$ cat config.mk
export PLATFORM = sky130hd
export DESIGN_NAME = gate_vector_driver
export DESIGN_NICKNAME = d
export VERILOG_FILES = /design/src/rtl/gate_vector_driver.sv
export SDC_FILE = /design/constraint.sdc
export NUM_CORES = 1
export LEC_CHECK = 0
export CELL_PAD_IN_SITES_DETAIL_PLACEMENT = 1
export CELL_PAD_IN_SITES_GLOBAL_PLACEMENT = 2
export CORE_MARGIN = 1.5
export CORE_UTILIZATION = 30
export DETAILED_ROUTE_END_ITERATION = 10
export GPL_TIMING_DRIVEN = 0
export PLACE_DENSITY = 0.78
export SLEW_MARGIN = 0
export SYNTH_ARGS = -nofsm -noshare
export SYNTH_HDL_FRONTEND = slang
export SYNTH_SLANG_ARGS = --single-unit
$ cat constraint.sdc
create_clock -name clk -period 2 [get_ports clk]
set_input_delay 0.4 -clock clk [delete_from_list [all_inputs] [get_ports clk]]
set_output_delay 0.4 -clock clk [all_outputs]
set_load 0.02 [all_outputs]
$ cat src/rtl/gate_vector_driver.sv
`timescale 1ns/1ps
// Sweeps all 16 {a,b,c,d} vectors into a prefix-AND gate block and checks e/f/g.
// Latency: each vector is sampled SETTLE_CYCLES+1 edges after it is driven; 16*(SETTLE_CYCLES+1) per run.
// Backpressure: none; start is ignored while busy, and a held start re-launches a run from DONE.
module gate_vector_driver #(
    parameter int SETTLE_CYCLES = 2,
    parameter int ERR_W         = 5
) (
    input  logic             clk,
    input  logic             rst_n,
    input  logic             start,
    output logic             dut_a,
    output logic             dut_b,
    output logic             dut_c,
    output logic             dut_d,
    input  logic             dut_e,
    input  logic             dut_f,
    input  logic             dut_g,
    output logic             busy,
    output logic             done,
    output logic             pass,
    output logic [ERR_W-1:0] err_cnt,
    output logic [3:0]       first_fail_vec,
    output logic             first_fail_valid
);

    localparam int CNT_W = $clog2(SETTLE_CYCLES + 1);
    localparam logic [ERR_W-1:0] ERR_MAX = '1;

    typedef enum logic [1:0] {IDLE, SETTLE, SAMPLE, DONE} state_t;

    state_t           state, state_nxt;
    logic [3:0]       vec;
    logic [CNT_W-1:0] settle_cnt;
    logic             exp_e, exp_f, exp_g;
    logic             mismatch;
    logic             launch;

    always_comb begin
        exp_e     = vec[3] & vec[2];
        exp_f     = exp_e & vec[1];
        exp_g     = exp_f & vec[0];
        // One failed vector counts once no matter how many outputs are wrong.
        mismatch  = (dut_e != exp_e) | (dut_f != exp_f) | (dut_g != exp_g);
        launch    = 1'b0;
        state_nxt = state;
        case (state)
            IDLE, DONE: begin
                if (start) begin
                    launch    = 1'b1;
                    state_nxt = SETTLE;
                end
            end
            SETTLE: begin
                if (settle_cnt == CNT_W'(1)) state_nxt = SAMPLE;
            end
            SAMPLE: begin
                state_nxt = (vec == 4'hF) ? DONE : SETTLE;
            end
            default: state_nxt = IDLE;
        endcase
    end

    always_ff @(posedge clk or negedge rst_n) begin
        if (!rst_n) begin
            state            <= IDLE;
            vec              <= 4'd0;
            settle_cnt       <= '0;
            err_cnt          <= '0;
            first_fail_vec   <= 4'd0;
            first_fail_valid <= 1'b0;
        end else begin
            state <= state_nxt;
            if (launch) begin
                vec              <= 4'd0;
                settle_cnt       <= CNT_W'(SETTLE_CYCLES);
                err_cnt          <= '0;
                first_fail_vec   <= 4'd0;
                first_fail_valid <= 1'b0;
            end else if (state == SETTLE) begin
                settle_cnt <= settle_cnt - CNT_W'(1);
            end else if (state == SAMPLE) begin
                if (mismatch) begin
                    if (err_cnt != ERR_MAX) err_cnt <= err_cnt + ERR_W'(1);
                    if (!first_fail_valid) begin
                        first_fail_vec   <= vec;
                        first_fail_valid <= 1'b1;
                    end
                end
                if (vec != 4'hF) begin
                    vec        <= vec + 4'd1;
                    settle_cnt <= CNT_W'(SETTLE_CYCLES);
                end
            end
        end
    end

    // The DUT drive is the vec register itself, so it only moves on the edge that loads vec.
    assign {dut_a, dut_b, dut_c, dut_d} = vec;
    assign busy = (state == SETTLE) || (state == SAMPLE);
    assign done = (state == DONE);
    assign pass = done && (err_cnt == '0);

endmodule
; Yosys cells after proc, flatten, opt, wreduce, memory -nomap -nowiden
; Cells that the tools add are included.
[word_totals]
reg_bits = 18
in_bits = 6
word_cells = 73
[classes]
add_sub_neg = 3
n_eq_ne = 14
mux = 28
bitwise = 5
n_reduce_logical = 17
[ops]
columns = operator, n
row1 = 2-to-1 mux 4 bit, 9
row2 = 2-to-1 mux 5 bit, 5
row3 = 2-to-1 mux 2 bit, 7
row4 = AND reduction 4 bit, 2
row5 = nonzero test 2 bit, 4
row6 = 2-to-1 mux 1 bit, 6
row7 = "!= test 2 bit, second input constant", 3
row8 = one-hot mux 2 bit (3 select lines), 1
row9 = AND reduction 3 bit, 2
row10 = nonzero test 3 bit, 2
row11 = "adder 5 x 1 -> 5 bit, second input constant", 1
row12 = zero test 5 bit, 1
row13 = "!= test 5 bit, second input constant", 1
row14 = "adder 4 x 1 -> 4 bit, second input constant", 1
row15 = "equality test 2 x 1 -> 1 bit, second input constant", 2
row16 = "equality test 2 bit, second input constant", 2
row17 = "equality test 4 bit, second input constant", 1
row18 = "!= test 4 bit, second input constant", 1
row19 = AND reduction 2 bit, 2
row20 = bitwise AND 1 bit, 3
row21 = != test 1 bit, 3
row22 = zero test 2 bit, 1
row23 = "!= test 2 x 1 -> 1 bit, second input constant", 1
row24 = bitwise OR 1 bit, 2
row25 = other kinds (4), 4

; Depth between registers and ports, before layout
; Gate-level depths: netlist (run 1).
[logic_depth]
depth_word = 9
mapped_depth = 7
mapped_depth_nobuf = 7

; Worst setup path before layout (run 1)
; No wires, ideal clock.
[synth_path]
kind = register -> register
start = register err_cnt[0]
end = register err_cnt[0]
setup_ns = 0.121
arrival_ns = 1.732
setup_slack_ns = 0.147
stages_incl_launch_ff = 8
n_path_buf = 0
synth_period_minus_slack_ns = 1.853
path_cell_list = dfrtp_1 -> ha_1 -> and3_1 -> ha_1 -> nand2b_1 -> a21oi_1 -> o21ai_0 -> a22o_2
[synth_via]
elab_chain_len = 6
word_cells_on_any_way = 9
classes_between = add/sub (1) / eq/ne (1) / mux (5) / reduce/logical (2)
[synth_rtl]
columns = item, line
row1 = "start, declared", 22  ; output logic [ERR_W-1:0] err_cnt,
row2 = "start signal, assigned", 84  ; if (err_cnt != ERR_MAX) err_cnt <= err_cnt + ERR_W'(1);
row3 = adder 5 x 1 -> 5 bit, 84
row4 = 2-to-1 mux 5 bit, 84
row5 = 2-to-1 mux 5 bit, 83  ; if (mismatch) begin
row6 = 2-to-1 mux 5 bit, 82  ; end else if (state == SAMPLE) begin
row7 = 2-to-1 mux 5 bit, 80  ; end else if (state == SETTLE) begin
row8 = 2-to-1 mux 5 bit, 74  ; if (launch) begin
; Parallel ways exist; a longest one is shown, timed or not. The select of a mux whose other input is x is not followed.
; A chain may end at the register's enable or synchronous reset.

; Worst setup path after layout (run 1)
[layout_path]
start = register state[0]
end = output done
[layout_via]
elab_chain_len = 1
[layout_rtl]
columns = item, line
row1 = "start, declared", 32  ; state_t state, state_nxt;
row2 = "start signal, assigned", 73  ; state <= state_nxt;
row3 = equality test 2 bit, 101  ; assign done = (state == DONE);
row4 = "end, declared", 20  ; output logic done,
; Every way passes these cells.

==> metrics.md, run 1 <==
| Metric | Value |
|---|---|
| Synth Register Bits | 18 |
| CTS H-tree lvls | 1 |
| Die Y | about 64 microns |
| Syn Inst Count | between 100 and 150 |
| Overall routing resource usage | 15.6% |
| Reg area | between 400 and 500 sq um |
| Hold Path Class | flip-flop to flip-flop |
| Area growth, synth to finish | 29.7% |
| Commonest non-fill, non-tap cells in the layout | clkdlybuf4s50_1 (20), dfrtp_1 (17), o21ai_0 (11) |
| DR vias | ~990 |
| N_diodes | 0 |
| Initial antenna violation count | 0 |
| Cell taking the most area after synthesis | dfrtp_1 |
| Crit path kind | flip-flop to primary output |
| Fillcell total | 403 |
| Ys Warns | 0 |
| Unrepaired setup endpoints after global routing | false |
| Post-layout minimum cycle time | 1.90 ns |
| Post-Syn Area | around 0.0011 sq mm |
| Clock slew at reported path FFs | 0.07 ns |
| Initial DRC count | 23 |
| Seq/Total Area, Yosys | between 40 and 50% |
| DP Area | 0.00139 sq mm |
| Final Hold Fails | 0 |
| Final Net Count | 159 |
| Boundary Pins | 23 |
| Routed Antenna Nets | 0 |
| Vias in the first global route | 1050 |
| Max_cap viols | 0 |
| Final Max Tran Viols | 0 |
| Post-synthesis async set-or-reset flop share | 100% |
| Largest net degree at the start of global routing | 19 |
| Setup TNS | 0 ns |
| Area of the multi-input gates | slightly below 600 sq um |
| Worst skew pair latency | between 0.2 and 0.3 ns |
| Synth top area share | about two fifths |
| Fraction of layout cells with a size suffix above 1 | between 10% and 20% |
| Fin area | 0.00145 sq mm |
| Number of synthesized flops with an enable pin | 0 |
| Global route overflow | 0 |
| Critical path required time | approximately 1.6 ns |
| Fin crit share | between 90% and 100% |
| Outcome | finished clean |
| Area contributors post-synth | dfrtp_1 (40%), ha_1 (10%), o21ai_0 (5.8%) |
| Worst Setup End Kind | primary output |
| Wirelength per Cell | between 15 and 20 microns |
| Most common cell after layout, fill and taps aside | clkdlybuf4s50_1 |
| Detailed Place HPWL | about 2.1 mm |
| Fin Clk Skew | approximately 0.0044 ns |
| Post-synthesis cell type count | 33 |
| Die width | 64.0 microns |
| First-pass DRT Iterations | 4 |
| Synth Flop Type | dfrtp_1 |
| Worst Max-Slew Pin Slew | about 0.85 ns |
| Total CTS buffers | 3 |
| Row cnt | 21 |
| Slew HR | 43.1% |
| Pwr/cell area | between 900 and 1000 mW/mm^2 |
| CTS tree | yes |
| Crit Path Max Fanout | 5 |
| Clk sinks | 18 |
| VDD IR-drop max | between 200 and 300 uV |
| Core Region | roughly 0.0034 sq mm |
| Fmax | approximately 530 MHz |
| Initial Util | about a third |
| Syn Nets | between 100 and 150 |
| Port Buf Inserts | 22 |
| Clock Tree Root | clkbuf_8 |
| Hold_ws | ~0.50 ns |
| Via density | 5.22 |
| Worst Path Arrival | about 1.5 ns |
| Avg Inst Size Synth | 9.45 sq um |
| Final setup vio count | 0 |
| CP Launch Type | flip-flop |
| DRC Markers | 0 |
| First-pass GRT wire length | slightly above 5 mm |
| Leak | 0.657 nW |
| Clock Path Buffers | 2 |
| Placer Congestion | approximately 0.73 |
| Final WL | roughly 2.9 mm |
| Full die area | 0.00409 sq mm |
==> final cells by class <==
class / count / share of cell area (%)
repair buffers: 22 / 14.8
flip-flops and latches: 18 / 31.2
plain buffers: 5 / 2.68
well taps: 46 / 3.98
clock buffers: 4 / 3.81
inverters: 10 / 2.60
multi-input cells: 84 / 40.9
==> final timing paths <==
kind                       cells after the start                          start                             to  slack (ns)
max in group asynchronous                      1                          rst_n         err_cnt[0]$_DFFE_PN0P_        0.79
min in group asynchronous                      1                          rst_n           state[0]$_DFFE_PN0P_        0.63
hold reg to reg                                1  first_fail_vec[1]$_DFFE_PN0P_  first_fail_vec[1]$_DFFE_PN0P_        0.50
setup reg to reg                               7         err_cnt[0]$_DFFE_PN0P_         err_cnt[0]$_DFFE_PN0P_        0.11
hold / removal                                 1  first_fail_vec[1]$_DFFE_PN0P_  first_fail_vec[1]$_DFFE_PN0P_        0.50
setup / recovery                               2           state[0]$_DFFE_PN0P_                           done         0.1
==> sequential cells by signal, indices dropped and copies added (netlist names) <==
signal	count
err_cnt	5
first_fail_valid	1
first_fail_vec	4
settle_cnt	2
state	2
vec	4
==> worst max-delay path: stages, from the launching register on <==
cell and delay, ns:
dfrtp_1 0.43, ha_1 0.21, clkdlybuf4s50_1 0.61
==> report_power, final <==
part           total, mW  switching [mW]  internal (mW)
combinational      0.542           0.313          0.229
clock              0.300           0.125          0.175
sequential         0.493          0.0692          0.423
total               1.33           0.507          0.827
==> routing by layer <==
layer	share of wire [%]	GRT usage, %
met3	3.6	2.99
met4	1.7	6.52
met2	45	24.1
met1	50	21.3
met5	0	0
==> per-stage QoR <==
| stage | worst slack [ns] | total power [mW] | util [%] | std cells |
|---|---|---|---|---|
| after floorplan | 0.147 | 0.830 | - | 118 |
| after global placement | 0.0126 | 1.03 | 40.5 | 186 |
| after detailed placement | 0.0214 | 1.05 | 40.5 | 186 |
| after CTS | 0.0159 | 1.36 | 42.0 | 190 |
| after global routing | 0.00143 | 1.44 | 42.0 | 189 |
| final | 0.0995 | 1.33 | 42.0 | 189 |
==> cells by family after synthesis <==
kind of cell	Yosys count	synth area share [%]
compound gates	37	23.0
xor+xnor	1	1.46
fa+ha+maj	9	10.1
buf+inv	16	7.18
flops	18	40.4
mux	1	0.898
simple gates	36	16.9
==> cells in the mapped netlist (2+ instances only) <==
cell      count
and3_1        2
o21ai_0      13
a32o_1        3
ha_1          9
a31oi_1       2
nand2b_1      2
clkbuf_1      2
a21oi_1       8
a32o_2        4
nor3_1        2
o211ai_1      2
nor2_1       10
a22o_2        2
buf_6         2
nand3_1       5
and2_1        2
dfrtp_1      18
inv_1         9
nand2_1       4
nand4_1       4
==> timing repair <==
| item | CTS | global route |
|---|---|---|
| cloned | 0 | 0 |
| setup endpoints to repair | 2 | 10 |
| resized for setup | 2 | 7 |
| buffers inserted | 0 | 0 |
| hold buffers | 0 | 0 |
No activity file was read; power rests on OpenSTA's default activity.
==> inputs of run 2 (changes only) <==
ABC_AREA = 0   (was unset)
PLACE_DENSITY = unset   (was 0.78)
PLACE_DENSITY_LB_ADDON = 0.15   (was unset)
==> metrics.md, run 2 (same netlist as run 1, synthesis figures left out) <==
| Metric | Value |
|---|---|
| Outcome | finished clean |
| Clk sinks | 18 (unchanged) |
| Power share of the clock group | 19.4% (-3.1 points) |
| Hold Path Stages | 1 (unchanged) |
| Largest net degree at the start of global routing | 19 (unchanged) |
| Worst Setup End Kind | primary output |
| Fin crit share | 94.2% (-0.86 points) |
| Vias in the first global route | 1060 (+0.95%) |
| Area of the multi-input gates | 592 sq um (unchanged) |
| Fin area | 0.00144 sq mm (-0.61%) |
| DRC Markers | 0 (unchanged) |
| Area growth, synth to finish | 29.0% |
| Initial DRC count | 26 (+13%) |
| Total CTS buffers | 3 (unchanged) |
| Unrepaired setup endpoints after global routing | false |
| Fmax | 531 MHz (+0.91%) |
| Fin Clk Skew | 0.00137 ns (-0.00304 ns) |
| Pwr/cell area | 899 mW/mm^2 (-2.5%) |
| Grt met2 use | 26.4% (+2.3 points) |
| Slew HR | 41.0% (-2.1 points) |
| Gate power share | 42.7% (+2.1 points) |
| Final WL | 2.86 mm (-0.21%) |
| R2R cell count | 7 (unchanged) |
| Clock slew at reported path FFs | 0.07 ns (about the same) |
| Row cnt | 21 (unchanged) |
| Worst Max-Slew Pin Slew | 0.882 ns (+0.0314 ns) |
| Post-layout minimum cycle time | 1.88 ns (-0.0171 ns) |
| CTS tree | yes |
| Top flop regs | err_cnt x5, first_fail_vec x4, vec x4 |
| Final Max Tran Viols | 0 (unchanged) |
| Detailed Place HPWL | 2.17 mm (+1.5%) |
| Final setup vio count | 0 (unchanged) |
| Boundary Pins | 23 (unchanged) |
| Hold_ws | 0.500 ns (+0.00265 ns) |
| Sw power | 0.503 mW (-0.74%) |
| Via density | 5.27 (+0.84%) |
| Leak | 0.650 nW (-1.0%) |
| HP Start | first_fail_vec[2]$_DFFE_PN0P_ |
| Global route overflow | 0 (unchanged) |
| Crit Path Max Fanout | 5 (unchanged) |
| Number of flip-flops in the largest register | 5 (unchanged) |
| Full die area | 0.00409 sq mm (unchanged) |
| Fillcell total | 414 (+2.7%) |
| Wirelength per Cell | 15.2 microns (+0.32%) |
| Clock Path Buffers | 2 (unchanged) |
| Initial antenna violation count | 0 (unchanged) |
| Overall routing resource usage | 16.0% (+0.33 points) |
| Commonest non-fill, non-tap cells in the layout | clkdlybuf4s50_1 (20), dfrtp_1 (17), o21ai_0 (11) |
| Fin util | 41.8% (-0.25 points) |
| Reg-to-reg endpoint | err_cnt[0]$_DFFE_PN0P_ |
| Worst skew pair latency | 0.25 ns (about the same) |
| First-pass GRT wire length | 5.08 mm (+0.81%) |
| Worst Path Arrival | 1.48 ns (-0.02 ns) |
| Setup bufs post-CTS | 0 (unchanged) |
| Reg2Reg Launch Point | err_cnt[0]$_DFFE_PN0P_ |
| Switch share | 38.9% (+0.93 points) |
| CTS H-tree lvls | 1 (unchanged) |
| Flop pwr share | 37.9% (+1.0 points) |
| Setup TNS | 0 ns (unchanged) |
| Placer Congestion | 0.749 (+2.4%) |
| GR met3 Demand/Resource | 2.82% (-0.18 points) |
| Crit path kind | flip-flop to primary output |
| Final Net Count | 159 (unchanged) |
| Routed Antenna Nets | 0 (unchanged) |
| Top reg by flops | err_cnt |
| Port Buf Inserts | 22 (unchanged) |
| P_int | 0.790 mW (-4.6%) |
| First-pass DRT Iterations | 3 (-1) |
| M1 GR Usage | 20.6% (-0.77 points) |
| Max_cap viols | 0 (unchanged) |
| DR vias | 990 (+0.30%) |
| Clock Tree Root | clkbuf_8 |
| Fraction of layout cells with a size suffix above 1 | 13.4% (-1.3 points) |
| Final Hold Fails | 0 (unchanged) |
| Die Y | 64.0 microns (unchanged) |
| Core Region | 0.00344 sq mm (unchanged) |
| Reg area | 452 sq um (unchanged) |
| Hold Path Class | flip-flop to flip-flop |
| CP Launch Type | flip-flop |
| R2R setup slack | 0.12 ns (about the same) |
| N_diodes | 0 (unchanged) |
| Die width | 64.0 microns (unchanged) |
| Setup crit start | state[0]$_DFFE_PN0P_ |
| DP Area | 0.00139 sq mm (unchanged) |
| Grt peak-use layer | met2 |
| VDD IR-drop max | 318 uV (+18%) |
| Hold EP | first_fail_vec[2]$_DFFE_PN0P_ |
| Critical path required time | 1.60 ns (about the same) |
| Most common cell after layout, fill and taps aside | clkdlybuf4s50_1 |
| Initial Util | 32.4% (unchanged) |
-- run 2: changes by cell type in the layout (fill, tap and decap cells not counted) --
cell	change
clkbuf_8	-1
clkbuf_2	-1
clkdlybuf4s15_1	+1
-- run 2: layout make-up --
class / count / area share (%)
buffer: 5 / 2.70
clock buffer: 3 / 2.87
inverter: 10 / 2.61
multi-input combinational: 84 / 41.2
sequential: 18 / 31.4
tap: 46 / 4.00
timing repair buffer: 22 / 15.2
-- run 2: how the worst max path moves through the flow --
stage	endpoint	slack [ns]
after global placement	first_fail_vec[0]$_DFFE_PN0P_	0.04
after floorplan	err_cnt[0]$_DFFE_PN0P_	0.15
after global routing	err_cnt[0]$_DFFE_PN0P_	0.007
after detailed placement	first_fail_vec[3]$_DFFE_PN0P_	0.02
after CTS	err_cnt[0]$_DFFE_PN0P_	0.02
final	busy	0.12
-- run 2: per-layer routing --
layer	share of wire, %	up-vias
met3	2.5	2
met5	0	-
met1	48	490
met2	49	17
li1	-	481
met4	0.87	0
-- run 2: what timing repair did --
action                     CTS  global route
setup endpoints to repair    2             9
hold endpoints to repair     0             0
hold buffers                 0             0
gates cloned                 0             0
gates resized for setup      2             6
-- run 2: power groups by stage --
| stage | clock (mW) | combinational [mW] | sequential (mW) |
|---|---|---|---|
| 2_1_floorplan | 0 | 0.298 | 0.533 |
| 3_3_place_gp | 0 | 0.542 | 0.493 |
| 3_5_place_dp | 0 | 0.557 | 0.498 |
| 4_1_cts | 0.264 | 0.554 | 0.491 |
| 5_1_grt | 0.281 | 0.620 | 0.501 |
| 6_report | 0.251 | 0.551 | 0.490 |
-- run 2: worst max-delay path, stage by stage, from the launching register on --
cell and delay [ns]:
dfrtp_1 0.41, inv_1 0.06, ha_1 0.36, inv_1 0.10, clkdlybuf4s15_1 0.30
-- run 2: through the flow --
step | setup WS, ns | total power [mW] | cells
finish | 0.117 | 1.29 | 188
global route | 0.00718 | 1.40 | 188
CTS | 0.0173 | 1.31 | 189
global placement | 0.0407 | 1.04 | 186
detailed placement | 0.0228 | 1.06 | 186
floorplan | 0.147 | 0.830 | 118
